**src/rtl/uart_tx_scheduler.sv**
```systemverilog
// rtl/uart_tx_scheduler.sv - round-robin scheduler sharing one byte UART TX between 16-bit requesters
// Optional: define UART_TX_SCHED_PRIO_EN to give requester 0 strict priority.
module uart_tx_scheduler #(
   parameter int NUM_REQ    = 4,
   parameter int GAP_CYCLES = 1000,
   parameter int IDW        = 2
) (
   input  logic                  clk,
   input  logic                  rst,
   input  logic [NUM_REQ-1:0]    req_valid,
   input  logic [16*NUM_REQ-1:0] req_data,
   output logic [NUM_REQ-1:0]    req_ready,
   output logic [7:0]            tx_data,
   output logic                  tx_valid,
   input  logic                  tx_ready,
   output logic                  busy,
   output logic [IDW-1:0]        grant_id
);

   localparam int GW = (GAP_CYCLES > 0) ? $clog2(GAP_CYCLES + 1) : 1;
   localparam logic [GW-1:0] GAP_LOAD = (GAP_CYCLES > 0) ? GW'(GAP_CYCLES - 1) : '0;

   typedef enum logic [1:0] {IDLE, SEND_LO, SEND_HI, GAP} state_t;

   state_t         state, state_nx;
   logic [7:0]     word_hi, word_hi_nx, tx_data_nx;
   logic           tx_valid_nx;
   logic [IDW-1:0] grant_nx, rr_ptr, rr_nx, sel, ix;
   logic [GW-1:0]  gap_cnt, gap_nx;
   logic           found, prio_win;
   int             idx;

   // Search starts just after the last round-robin winner, wrapping modulo NUM_REQ.
   always_comb begin
      found    = 1'b0;
      prio_win = 1'b0;
      sel      = '0;
      idx      = 0;
      ix       = '0;
`ifdef UART_TX_SCHED_PRIO_EN
      if (req_valid[0]) begin
         found    = 1'b1;
         prio_win = 1'b1;
      end
`endif
      for (int k = 1; k <= NUM_REQ; k++) begin
         idx = int'(rr_ptr) + k;
         if (idx >= NUM_REQ) idx = idx - NUM_REQ;
         ix = IDW'(idx);
         if (!found && req_valid[ix]) begin
            found = 1'b1;
            sel   = ix;
         end
      end
   end

   always_comb begin
      req_ready = '0;
      if (state == IDLE && found) req_ready[sel] = 1'b1;
   end

   assign busy = (state != IDLE);

   always_comb begin
      state_nx    = state;
      word_hi_nx  = word_hi;
      tx_data_nx  = tx_data;
      tx_valid_nx = tx_valid;
      grant_nx    = grant_id;
      rr_nx       = rr_ptr;
      gap_nx      = gap_cnt;
      case (state)
         IDLE: begin
            if (found) begin
               word_hi_nx  = req_data[16*sel+8 +: 8];
               tx_data_nx  = req_data[16*sel +: 8];
               tx_valid_nx = 1'b1;
               grant_nx    = sel;
               if (!prio_win) rr_nx = sel;
               state_nx    = SEND_LO;
            end
         end
         SEND_LO: begin
            if (tx_ready) begin
               tx_data_nx = word_hi;
               state_nx   = SEND_HI;
            end
         end
         SEND_HI: begin
            if (tx_ready) begin
               tx_valid_nx = 1'b0;
               if (GAP_CYCLES > 0) begin
                  gap_nx   = GAP_LOAD;
                  state_nx = GAP;
               end else begin
                  state_nx = IDLE;
               end
            end
         end
         GAP: begin
            if (gap_cnt == '0) state_nx = IDLE;
            else               gap_nx   = gap_cnt - 1'b1;
         end
         default: state_nx = IDLE;
      endcase
   end

   always_ff @(posedge clk or negedge rst) begin
      if (!rst) state <= IDLE;
      else      state <= state_nx;
   end

   always_ff @(posedge clk or negedge rst) begin
      if (!rst) begin
         word_hi  <= '0;
         tx_data  <= '0;
         tx_valid <= 1'b0;
         grant_id <= '0;
         rr_ptr   <= IDW'(NUM_REQ - 1);
         gap_cnt  <= '0;
      end else begin
         word_hi  <= word_hi_nx;
         tx_data  <= tx_data_nx;
         tx_valid <= tx_valid_nx;
         grant_id <= grant_nx;
         rr_ptr   <= rr_nx;
         gap_cnt  <= gap_nx;
      end
   end

endmodule

```
**config.mk**
```make
export PLATFORM = sky130hd
export DESIGN_NAME = uart_tx_scheduler
export DESIGN_NICKNAME = d
export VERILOG_FILES = /design/src/rtl/uart_tx_scheduler.sv
export SDC_FILE = /design/constraint.sdc
export NUM_CORES = 1
export LEC_CHECK = 0
export ABC_AREA = 0
export BUFFER_PORTS_ARGS = -buffer_cell sky130_fd_sc_hd__buf_2
export CAP_MARGIN = 20
export CORE_MARGIN = 1.5
export CORE_UTILIZATION = 30
export DETAILED_ROUTE_END_ITERATION = 8
export GPL_TIMING_DRIVEN = 0
export PLACE_DENSITY = 0.51
export RECOVER_POWER = 50
export SYNTH_ARGS = -nofsm -noshare
export SYNTH_HDL_FRONTEND = slang
export SYNTH_SLANG_ARGS = --single-unit
export TNS_END_PERCENT = 100
```
**constraint.sdc**
```tcl
create_clock -name clk -period 2.9 [get_ports clk]
set_input_delay 0.58 -clock clk [delete_from_list [all_inputs] [get_ports clk]]
set_output_delay 0.58 -clock clk [all_outputs]
set_load 0.05 [all_outputs]
```
# After elaboration in Yosys (flattened, before gate mapping)

Index checks and enable logic that the tools add are counted.

Divide/modulo/power cells: 0
Bitwise operators: 0
Reductions and logical operators: 19
Equal/unequal tests: 8
$lt $le $gt $ge: 10
Shifts and indexed selects: 2
Mux-type cells: 37
Multipliers: 0
Add/subtract/negate cells: 10

Operator list:

| kind                                                                   | count |
|---|---|
| 64-bit by 7-bit indexed part select with 8-bit output                  | 1 |
| 64-bit by 8-bit indexed part select with 8-bit output                  | 1 |
| 2-bit two-way mux                                                      | 12 |
| 10-bit two-way mux                                                     | 2 |
| 10-bit one-hot mux with 2 select lines                                 | 1 |
| 8-bit two-way mux                                                      | 2 |
| 8-bit one-hot mux with 2 select lines                                  | 1 |
| 2-bit by 3-bit < comparator with 1-bit output (second input constant)  | 5 |
| 1-bit two-way mux                                                      | 11 |
| 10-bit logical NOT                                                     | 1 |
| 2-bit != test (second input constant)                                  | 5 |
| 10-bit by 1-bit subtractor with 10-bit output (second input constant)  | 1 |
| 3-bit >= comparator (second input constant)                            | 3 |
| 3-bit AND reduction                                                    | 3 |
| 1-bit binary-select mux with 2-bit select                              | 4 |
| 2-bit one-hot mux with 4 select lines                                  | 1 |
| 2-bit nonzero test                                                     | 4 |
| 2-bit by 1-bit subtractor with 2-bit output (second input constant)    | 4 |
| 6-bit by 4-bit adder with 7-bit output (second input constant)         | 1 |
| 2-bit by 2-bit adder with 3-bit output (second input constant)         | 2 |
| 1-bit logical AND                                                      | 5 |
| 2-bit by 3-bit adder with 4-bit output (second input constant)         | 1 |
| 2-bit equality test (second input constant)                            | 2 |
| 4-bit by 3-bit >= comparator with 1-bit output (second input constant) | 1 |
| 10 further kinds                                                       | 12 |

Flip-flop bits (word level): 33
Bits in latches: 0
Memory bits (read-only): 0
Memories: 0
Bits of input ports: 71
RAM bits: 0

# Longest topological paths before layout

Gate-level depths: netlist of run 1.

Depth after elaboration: 20
Depth in mapped cells: 8
Mapped depth without buffers: 7

# Least setup slack after synthesis of run 1

OpenSTA, ideal clock, no wires.

Path type: input-to-output
Start: input port req_valid[3]
End: output port req_ready[2]
Slack: -792 ps
Arrival time: 3112 ps
Stages: 7
Buffers on the path: 3
Data required time: 2320 ps
Cell sequence: clkbuf_1 nor2b_1 or2_2 buf_2 nand3_1 clkbuf_1 nor4_1

Word-level cells in the longest chain between the ends: 17
Elaborated cells on any way between the ends: 29
Classes of those cells: order compare (2); mux (19); reduce/logical (8)

Ends and longest elaborated chain:

| what                                                                                                                                  | RTL line | text |
|---|---|---|
| start, declared                                                                                                                       | 10       | `input logic [NUM_REQ-1:0] req_valid,` |
| 1-bit binary-select mux with 2-bit select                                                                                             | 50       | `if (!found && req_valid[ix]) begin` |
| 1-bit two-way mux (implied by the code)                                                                                               | 50       |  |
| 1-bit two-way mux                                                                                                                     | 50       |  |
| 1-bit logical NOT                                                                                                                     | 50       |  |
| 1-bit logical AND                                                                                                                     | 50       |  |
| 1-bit two-way mux                                                                                                                     | 50       |  |
| 1-bit logical NOT                                                                                                                     | 50       |  |
| 1-bit logical AND                                                                                                                     | 50       |  |
| 1-bit two-way mux                                                                                                                     | 50       |  |
| 1-bit logical NOT                                                                                                                     | 50       |  |
| 1-bit logical AND                                                                                                                     | 50       |  |
| 2-bit two-way mux                                                                                                                     | 50       |  |
| 2-bit by 3-bit < comparator with 1-bit output (implied by the code) or 2-bit by 1-bit >= comparator with 1-bit output (tied branches) | 59       | `if (state == IDLE && found) req_ready[sel] = 1'b1;` |
| 1-bit logical AND (implied by the code)                                                                                               | 59       |  |
| 1-bit two-way mux (implied by the code)                                                                                               | 59       |  |
| 1-bit demux with 2-bit select                                                                                                         | 59       |  |
| 4-bit two-way mux *                                                                                                                   | 59       |  |
| end, declared                                                                                                                         | 12       | `output logic [NUM_REQ-1:0] req_ready,` |

Mark *: on every way between the ends. The rest lies on a longest branch, timed or not. The select of a mux whose other input is x is not followed.

# Worst setup path after layout of run 1

Start: register rr_ptr[0]
End: output port req_ready[2]

Word-level cells in the longest chain between the ends: 20
Elaborated cells on any way between the ends: 45
Classes of those cells: add/sub (8); order compare (6); mux (23); reduce/logical (8)

Ends and longest elaborated chain:

| what                                                                                                                                  | RTL line | text |
|---|---|---|
| start, declared                                                                                                                       | 28       | `logic [IDW-1:0] grant_nx, rr_ptr, rr_nx, sel, ix;` |
| start signal, assigned                                                                                                                | 119      | `rr_ptr <= IDW'(NUM_REQ - 1);` |
| start signal, assigned                                                                                                                | 126      | `rr_ptr <= rr_nx;` |
| 2-bit by 1-bit adder with 3-bit output                                                                                                | 47       | `idx = int'(rr_ptr) + k;` |
| 3-bit >= comparator or 2-bit by 1-bit subtractor with 2-bit output (tied branches)                                                    | 48       | `if (idx >= NUM_REQ) idx = idx - NUM_REQ;` |
| 2-bit two-way mux                                                                                                                     | 48       |  |
| 1-bit binary-select mux with 2-bit select                                                                                             | 50       |  |
| 1-bit two-way mux (implied by the code)                                                                                               | 50       |  |
| 1-bit two-way mux                                                                                                                     | 50       |  |
| 1-bit logical NOT                                                                                                                     | 50       |  |
| 1-bit logical AND                                                                                                                     | 50       |  |
| (+4 left out)                                                                                                                         | -        |  |
| 1-bit logical NOT                                                                                                                     | 50       |  |
| 1-bit logical AND                                                                                                                     | 50       |  |
| 2-bit two-way mux                                                                                                                     | 50       |  |
| 2-bit by 3-bit < comparator with 1-bit output (implied by the code) or 2-bit by 1-bit >= comparator with 1-bit output (tied branches) | 59       |  |
| 1-bit logical AND (implied by the code)                                                                                               | 59       |  |
| 1-bit two-way mux (implied by the code)                                                                                               | 59       |  |
| 1-bit demux with 2-bit select                                                                                                         | 59       |  |
| 4-bit two-way mux *                                                                                                                   | 59       |  |

Marks and branches as above.

==> reports/results.txt, run 1 <==
In the synthesized netlist the dominant register cell turns out to be dfrtp_1. The fraction of power consumed by sequential logic was 27.2%; the post-synthesis cell count was 291. The logs give 40.5% for the fraction of the core area covered by cells at the end of the flow and 34 for the number of slew-limit violations in the final report. The wire length of the first global-routing pass is 12,500 µm. The number of different library cells used by synthesis comes to 45.

For this run, the total global-route usage over all layers was measured as 18.4%. The minimum clock period works out to 2.78 ns. Cell internal power was estimated by the tool at 1.57 mW.

The worst path buffer plus inverter count is 1. The highest clock frequency the design can meet was 360 MHz; the final net count was 459. In this run the number of H-tree levels came out at 2. For the worst setup path, the data required time is 2.32 ns. The tools report the final non-filler cell area as 3160 µm².

The number of DRC violations after detailed routing came out at 0. The path class of the tightest hold or removal check is reg2reg. The tools report the element type at the critical path end as an output pin. The terminating pin of the worst hold path is grant_id[1].

The share of synthesized registers carrying an async set or reset is 100%. The flow ran to the end, but the final reports show violations. The clock drives 33 sinks.

87 I/O pins were placed. The Yosys step of the flow raised 0 warnings. The maximum cell stage delay along the critical path came out at 0.55 ns. The proportion of power drawn by the clock network is 15.2%. The proportion of layout cells with a drive suffix above 1 came out at 29.5%. The area growth from synthesis to layout works out to 29.7%. In this run the cell area measured after placement is 3010 µm². For the initial antenna violation count, the log shows 0.

The count of nets left with antenna violations after detail routing was 0; the CTS clock-pin slew for the worst setup and hold paths was 0.07 ns. The number of buffers added on ports works out to 85. End of the worst register-to-register path: tx_data[0].

Post-place setup slack: -0.165 ns. The worst register-to-register path begins at rr_ptr[0]. The run gives 1.37 nW as the reported leakage power. STA classifies the critical path startpoint as a flop.

After the first detailed-routing iteration, the DRC count stood at 104. Summing the sequential cell areas from Yosys gives 34.0% of the chip area. The final critical path takes up 95.9% of the cycle. The repair_antennas step left the layout with diodes totalling 0. The run gives 1.48 mW as the net load switching power.

TritonCTS built the clock tree. Summing every instance area after synthesis gives 2440 µm². Detailed placement ended at an HPWL of 5900 µm.

In this run the horizontal extent of the chip is 93.1 µm. The worst hold path passes through 2 cells. The maximum fanout encountered on the critical timing path is 12, and the maximum clock path buffer count is 2. For this design the ratio of total power to cell area is 965 nW/µm². The worst path arrival time was 2.20 ns; the average cell area after synthesis was 8.38 µm².

The detailed-route wire length came out at 7810 µm. Final setup violation count: 0. The weighted congestion reported at the end of routability-driven placement came out at 0.799. The number of cells on the worst reg-to-reg path came out at 6. The library cell contributing the largest single delay on the critical path was dfstp_2.

The worst-margin pin slew was 1.89 ns. The number of enable-type register cells in the synthesized netlist is 0, and the worst reg-to-reg setup slack is 0.64 ns. The later pin in the worst-skew pair is clocked with a latency of 0.29 ns. For the largest net degree at the start of global routing, the log shows 34.

The net count after synthesis was 368. Between clock sinks in the finished design, the worst skew comes to 0.00601 ns. By startpoint and endpoint, the worst setup path is classified as reg2out. The run gives -26.0% as the worst relative slew slack.

Counting buffers and inverters, the worst setup path is 5 cells deep. The vertical die dimension came out at 93.1 µm. For this run, the detailed router's first-pass iteration total came to 5.

The hold path startpoint was grant_id[1]. Number of vias per cell after detailed routing: 5.30. The initial cell density of the core is 31.2%. The number of endpoints with negative hold slack in the final report came out at 0. For this run the aggregate overflow at the end of global routing stands at 0. The total of max-cap violations is 1, and the core area is 7810 µm². In the post-route analysis, the smallest setup slack over all paths is 0.120 ns.

In this design, the largest share of critical-path delay is due to simple AND/OR/NAND/NOR gates. The routed layout has 2,572 vias. The number of standard-cell rows in the floorplan came out at 32. The number of placed instances, taps included, is 478. After synthesis the netlist holds a flip-flop and latch count of 33. The finished layout holds 485 standard cells, fillers aside. The largest voltage drop on the vdd net is 0.327 mV.

Dividing the detail-routed wire length by the instance count gives 16.1 µm. The tools report the area of the die as 8670 µm². The final reports fail on capacitance limit, slew limit. In this run the worst setup path begins at rr_ptr[0]. The number of buffers created by CTS is 5, and the portion of total power attributed to combinational logic is 57.6%. The number of global-route vias before repair came out at 2,459.

The critical path goes through nand2b_1 -> o22a_1 -> nand3_4 -> nor4_4 -> clkbuf_4. Master cell of the clock root buffer: clkbuf_8. Net switching is 48.6% of the power.
registers in the layout, indices dropped and copies added, names as in the netlist:
signal,cells
rr_ptr,2
gap_cnt,10
grant_id,2
tx_valid,1
word_hi,8
state,2
tx_data,8
cell families (layout without fill, tap and decap cells):
kind of cell,after synthesis,count (layout),synth area share (%)
and+or+nand+nor,108,108,23.9
AOI/OAI and AO/OA,105,105,29.1
DFF,33,33,34.0
buffers and inverters,24,116,3.90
muxes,11,11,4.62
adders and majority gates,6,6,3.08
xor gates and xnor gates,4,4,1.44
power groups by stage:
| stage | clock network (mW) | registers (mW) | logic (mW) |
|---|---|---|---|
| after floorplan | 0 | 1.02 | 1.08 |
| after global placement | 0 | 0.829 | 1.71 |
| after detailed placement | 0 | 0.833 | 1.73 |
| after CTS | 0.469 | 0.825 | 1.74 |
| after global routing | 0.494 | 0.852 | 1.94 |
| final | 0.463 | 0.830 | 1.76 |
cells in the mapped netlist (2+ instances only):
cell / count / share of area (%)
mux2i_1: 9 / 3.7
clkbuf_1: 13 / 2.0
o211ai_1: 10 / 3.1
o21ai_1: 3 / 0.62
dfstp_2: 2 / 2.2
nand4_1: 10 / 2.6
dfrtp_1: 31 / 32
a21boi_0: 2 / 0.62
o31ai_1: 8 / 2.5
nand2_1: 19 / 2.9
or3_1: 3 / 0.77
a2111o_1: 8 / 3.7
nor3_1: 4 / 0.82
o21a_1: 3 / 0.92
nor4_1: 5 / 1.3
o21ai_0: 22 / 4.5
a21bo_2: 8 / 3.3
ha_1: 6 / 3.1
xnor2_1: 4 / 1.4
nand2b_1: 5 / 1.3
nand3_1: 22 / 4.5
inv_1: 5 / 0.77
nor2b_1: 18 / 4.6
buf_1: 2 / 0.31
a21oi_1: 33 / 6.8
buf_2: 4 / 0.82
mux2_2: 2 / 0.92
nor2_1: 13 / 2.0
layout by cell type (no fill, tap or decap), types with 12 or more instances in the layout:
master     n
nand2_1   19
dfrtp_1   31
a21oi_1   32
o21ai_0   22
nor2b_1   16
clkbuf_1  20
nor2_1    12
buf_2     80
nand3_1   21
worst reg2reg max path: stages (launching register included):
cell and delay [ns]:
dfstp_2 0.55, nand2b_1 0.17, a21oi_1 0.13, clkbuf_1 0.28
o31ai_4 0.47, a21oi_1 0.13, a2111o_1 0.40
stage by stage:
step           hold slack [ns]  power (mW)  TNS [ns]
5_1_grt                  0.513        3.29   -0.0165
6_report                 0.500        3.05         0
4_1_cts                  0.401        3.03    -0.142
3_5_place_dp             0.462        2.56    -0.466
3_3_place_gp             0.476        2.54    -0.372
2_1_floorplan            0.284        2.09   -0.0302
routing by layer:
layer  vias up  GRT usage (%)  wire (µm)
met5         -              0          0
met4         0           3.03         61
met3         9           4.96        559
met2        91           28.1       3470
met1      1200           26.3       3710
li1       1272              -          -
worst max-delay path by stage:
stage,endpoint,slack (ns)
after floorplan,req_ready[3],-0.03
after global placement,req_ready[2],-0.13
after detailed placement,req_ready[2],-0.16
after CTS,req_ready[1],-0.06
after global routing,req_ready[2],-0.01
final,req_ready[2],0.12
area by class of cell:
type / instances / area (µm²)
Buffer: 17 / 71.3
Sequential cell: 33 / 828
Fill cell: 829 / 4650
Multi-Input combinational cell: 234 / 1570
Tap cell: 102 / 128
Inverter: 5 / 18.8
Timing Repair Buffer: 86 / 427
Clock inverter: 1 / 30.0
Clock buffer: 7 / 86.3
what timing repair did:
action,in CTS,in global routing
hold buffers,0,0
hold endpoints to repair,0,0
cloned,0,0
pin swaps,0,1
buffers inserted,0,1
endpoints found under the setup margin,4,4
resized for setup,3,7
No activity file was read; power rests on OpenSTA's default activity.
==> inputs of run 2 (changes only) <==
--- a/config.mk
+++ b/config.mk
@@ -6,7 +6,7 @@
 export NUM_CORES = 1
 export LEC_CHECK = 0
 export ABC_AREA = 0
-export BUFFER_PORTS_ARGS = -buffer_cell sky130_fd_sc_hd__buf_2
+export BUFFER_PORTS_ARGS = -buffer_cell sky130_fd_sc_hd__buf_4
 export CAP_MARGIN = 20
 export CORE_MARGIN = 1.5
 export CORE_UTILIZATION = 30
==> run 2 against run 1 <==
The run still ends with capacitance limit, slew limit left. Routed wire length fell by 0.40%. Register-to-register slack got worse by 0.02 ns. First-iteration DRC count increased by 2.9%. Core utilization rose by 1.8 points.
==> reports/results.txt, run 2 (same netlist as run 1, synthesis figures left out) <==
Routed wirelength normalized by instance count: 16.0 µm. The number of global-route vias before repair is 2,490. In this run the count of I/O pins placed on the die edge is 87. Largest register by flop count: gap_cnt. In this run the standard cell core region covers 7810 µm².

STA classifies the critical path endpoint as an output pin. The library cell used most frequently in the layout, excluding fill and tap cells, is buf_4. The area of the die is 8670 µm².

The via count was 2,601. The top cell types in the final layout, fill and taps aside, are buf_4, a21oi_1, dfrtp_1, o21ai_0. Cts-stage hold buffer count: 0.

At the end of the flow, the number of nets in the layout was 459. In this run the remaining antenna-violating nets after routing total 0. The final setup skew is 0.00819 ns. STA classifies the critical path startpoint as a primary input.

For this design the ratio of total power to cell area is 896 nW/µm². Setup repair after global routing left no endpoint under its margin. Once the floorplan was initialized, standard cells occupied 31.2% of the core. The maximum fanout encountered on the critical timing path works out to 10. Across the VDD grid, the largest voltage drop is 0.367 mV. Number of antenna diodes: 0. The number of DRC violations after detailed routing was 0; the met1 capacity usage during global routing was 25.5%. The vertical die dimension was 93.1 µm. The number of detailed-route iterations in the first pass was 4; the horizontal die dimension was 93.1 µm. The HPWL after detailed placement is 5960 µm. The final non-filler cell area came out at 3300 µm². Entering global routing, the biggest net connects 34 pins.

The register with the most flip-flops in the layout has 10 of them. The initial antenna violation count was 0. At the end of routability-driven placement, the weighted congestion stood at 0.831. The highest clock frequency the design can meet came out at 363 MHz. The maximum clock path buffer count came out at 2. After detailed routing, the number of vias per cell comes to 5.36. After clock tree synthesis, the clock-pin slew on the worst setup and hold paths is 0.08 ns. The run finished, with violations left. The clock reaches the later pin of the worst-skew pair after 0.29 ns. The run gives 3220 µm² as the placed standard-cell area. The path class of the tightest hold or removal check is reg2reg.

STA puts the critical path data arrival time at 2.17 ns. For the final routed database, the setup TNS stands at 0 ns. The number of slew-limit violations in the final report is 34, and the number of endpoints with negative hold slack in the final report is 0. The tree is rooted in a clkbuf_8.

The checks that failed: capacitance limit, slew limit. The total overflow left after global routing is 0. Setup violations remaining at the end of the flow were counted as 0.

The H-tree generated during clock tree synthesis spans 2 levels. The worst setup path is of the in2out kind. Global routing's busiest layer: met2. The layout has 831 filler cells.

The area growth from synthesis to layout came out at 35.6%. TritonCTS built the clock tree. Clock tree synthesis inserted a total of 5 buffers.

The first global-routing pass estimated 12,500 µm of wire. The largest registers in the layout are gap_cnt (10), tx_data (8), word_hi (8). In this run, the number of DRC markers left after iteration 0 of detailed routing was 107. In this run the static leakage power is 1.42 nW. Global routing consumed, on the met2 layer, 28.9% of the routing resources. The worst-margin pin slew is 1.83 ns. Headroom to the max-slew limit came out at -22.0%. The total of max-cap violations was 1; the overall fraction of global-route tracks in use was 18.3%. The number of buffers added on ports was 85. The met3 usage in global routing was 4.39%. Cells with a size suffix above 1 make up 29.2% of the layout. Data on the critical path is required at its endpoint by 2.32 ns.

The number of clock sinks seen by CTS is 33, and the detailed-route wire length is 7780 µm. The worst path uses 94.9% of the clock period. The worst path needs 2.75 ns of the cycle, external delays included. The number of standard-cell rows in the floorplan came out at 32.
==> run 2: changes by cell type in the layout (fill, tap and decap cells not counted) <==
cell       delta
nor3_2        +1
bufinv_16     -1
buf_2        -77
nor2_4        -1
nor2_2        +1
buf_4        +77
nor3_4        -1
clkbuf_4      -1
clkbuf_1      +1
clkinv_2      +2
clkbuf_8      -1
==> run 2: worst paths after layout <==
check / startpoint / to / slack [ns] / cells past startpoint
setup / recovery: req_valid[3] / req_ready[0] / 0.15 / 7
hold / removal: grant_id[1] / grant_id[1] / 0.49 / 2
setup reg to reg: rr_ptr[1] / tx_data[5] / 0.62 / 8
hold reg to reg: grant_id[1] / grant_id[1] / 0.49 / 2
max in group asynchronous: rst / word_hi[5] / 1.06 / 1
min in group asynchronous: rst / gap_cnt[6] / 0.78 / 1
==> run 2: power breakdown <==
part / internal (mW) / leakage (nW) / switching, mW / total [mW]
combinational: 0.662 / 0.988 / 1.12 / 1.79
clock: 0.167 / 0.0450 / 0.182 / 0.349
sequential: 0.666 / 0.384 / 0.160 / 0.826
==> run 2: repair_timing <==
| action | in CTS | in global routing |
|---|---|---|
| hold endpoints to repair | 0 | 0 |
| setup endpoints to repair | 4 | 4 |
| setup buffers | 0 | 1 |
| gates resized for setup | 4 | 3 |
| pin swaps | 0 | 1 |
==> run 2: area by class of cell <==
cell class / count / area, µm² / share of cell area (%)
Clock buffer: 6 / 72.6 / 2.20
Multi-Input combinational cell: 234 / 1560 / 47.2
Tap cell: 102 / 128 / 3.86
Sequential cell: 33 / 828 / 25.1
Clock inverter: 2 / 10.0 / 0.303
Buffer: 17 / 71.3 / 2.16
Timing Repair Buffer: 86 / 616 / 18.6
Inverter: 5 / 18.8 / 0.568
==> run 2: layer usage <==
metal	vias up	wire length, µm
met4	0	19
met1	1241	3640
li1	1274	-
met3	2	499
met2	84	3620
met5	-	0
==> run 2: critical path, cell delays in order <==
cell	delay [ns]
clkbuf_1	0.17
nor2b_2	0.22
o21a_1	0.20
nor3_2	0.34
clkbuf_4	0.32
and2_1	0.15
buf_4	0.19
==> run 2: per-stage QoR <==
stage               setup slack [ns]  instances  utilization [%]  power, mW  hold WS, ns
floorplan                    -0.0302        291                -       2.09        0.284
global placement             -0.0731        478             41.3       2.62        0.483
detailed placement           -0.0830        478             41.3       2.64        0.476
CTS                          0.00473        484             42.5       3.01        0.241
global route                 0.00243        485             42.3       3.20        0.535
finish                         0.147        485             42.3       2.96        0.489
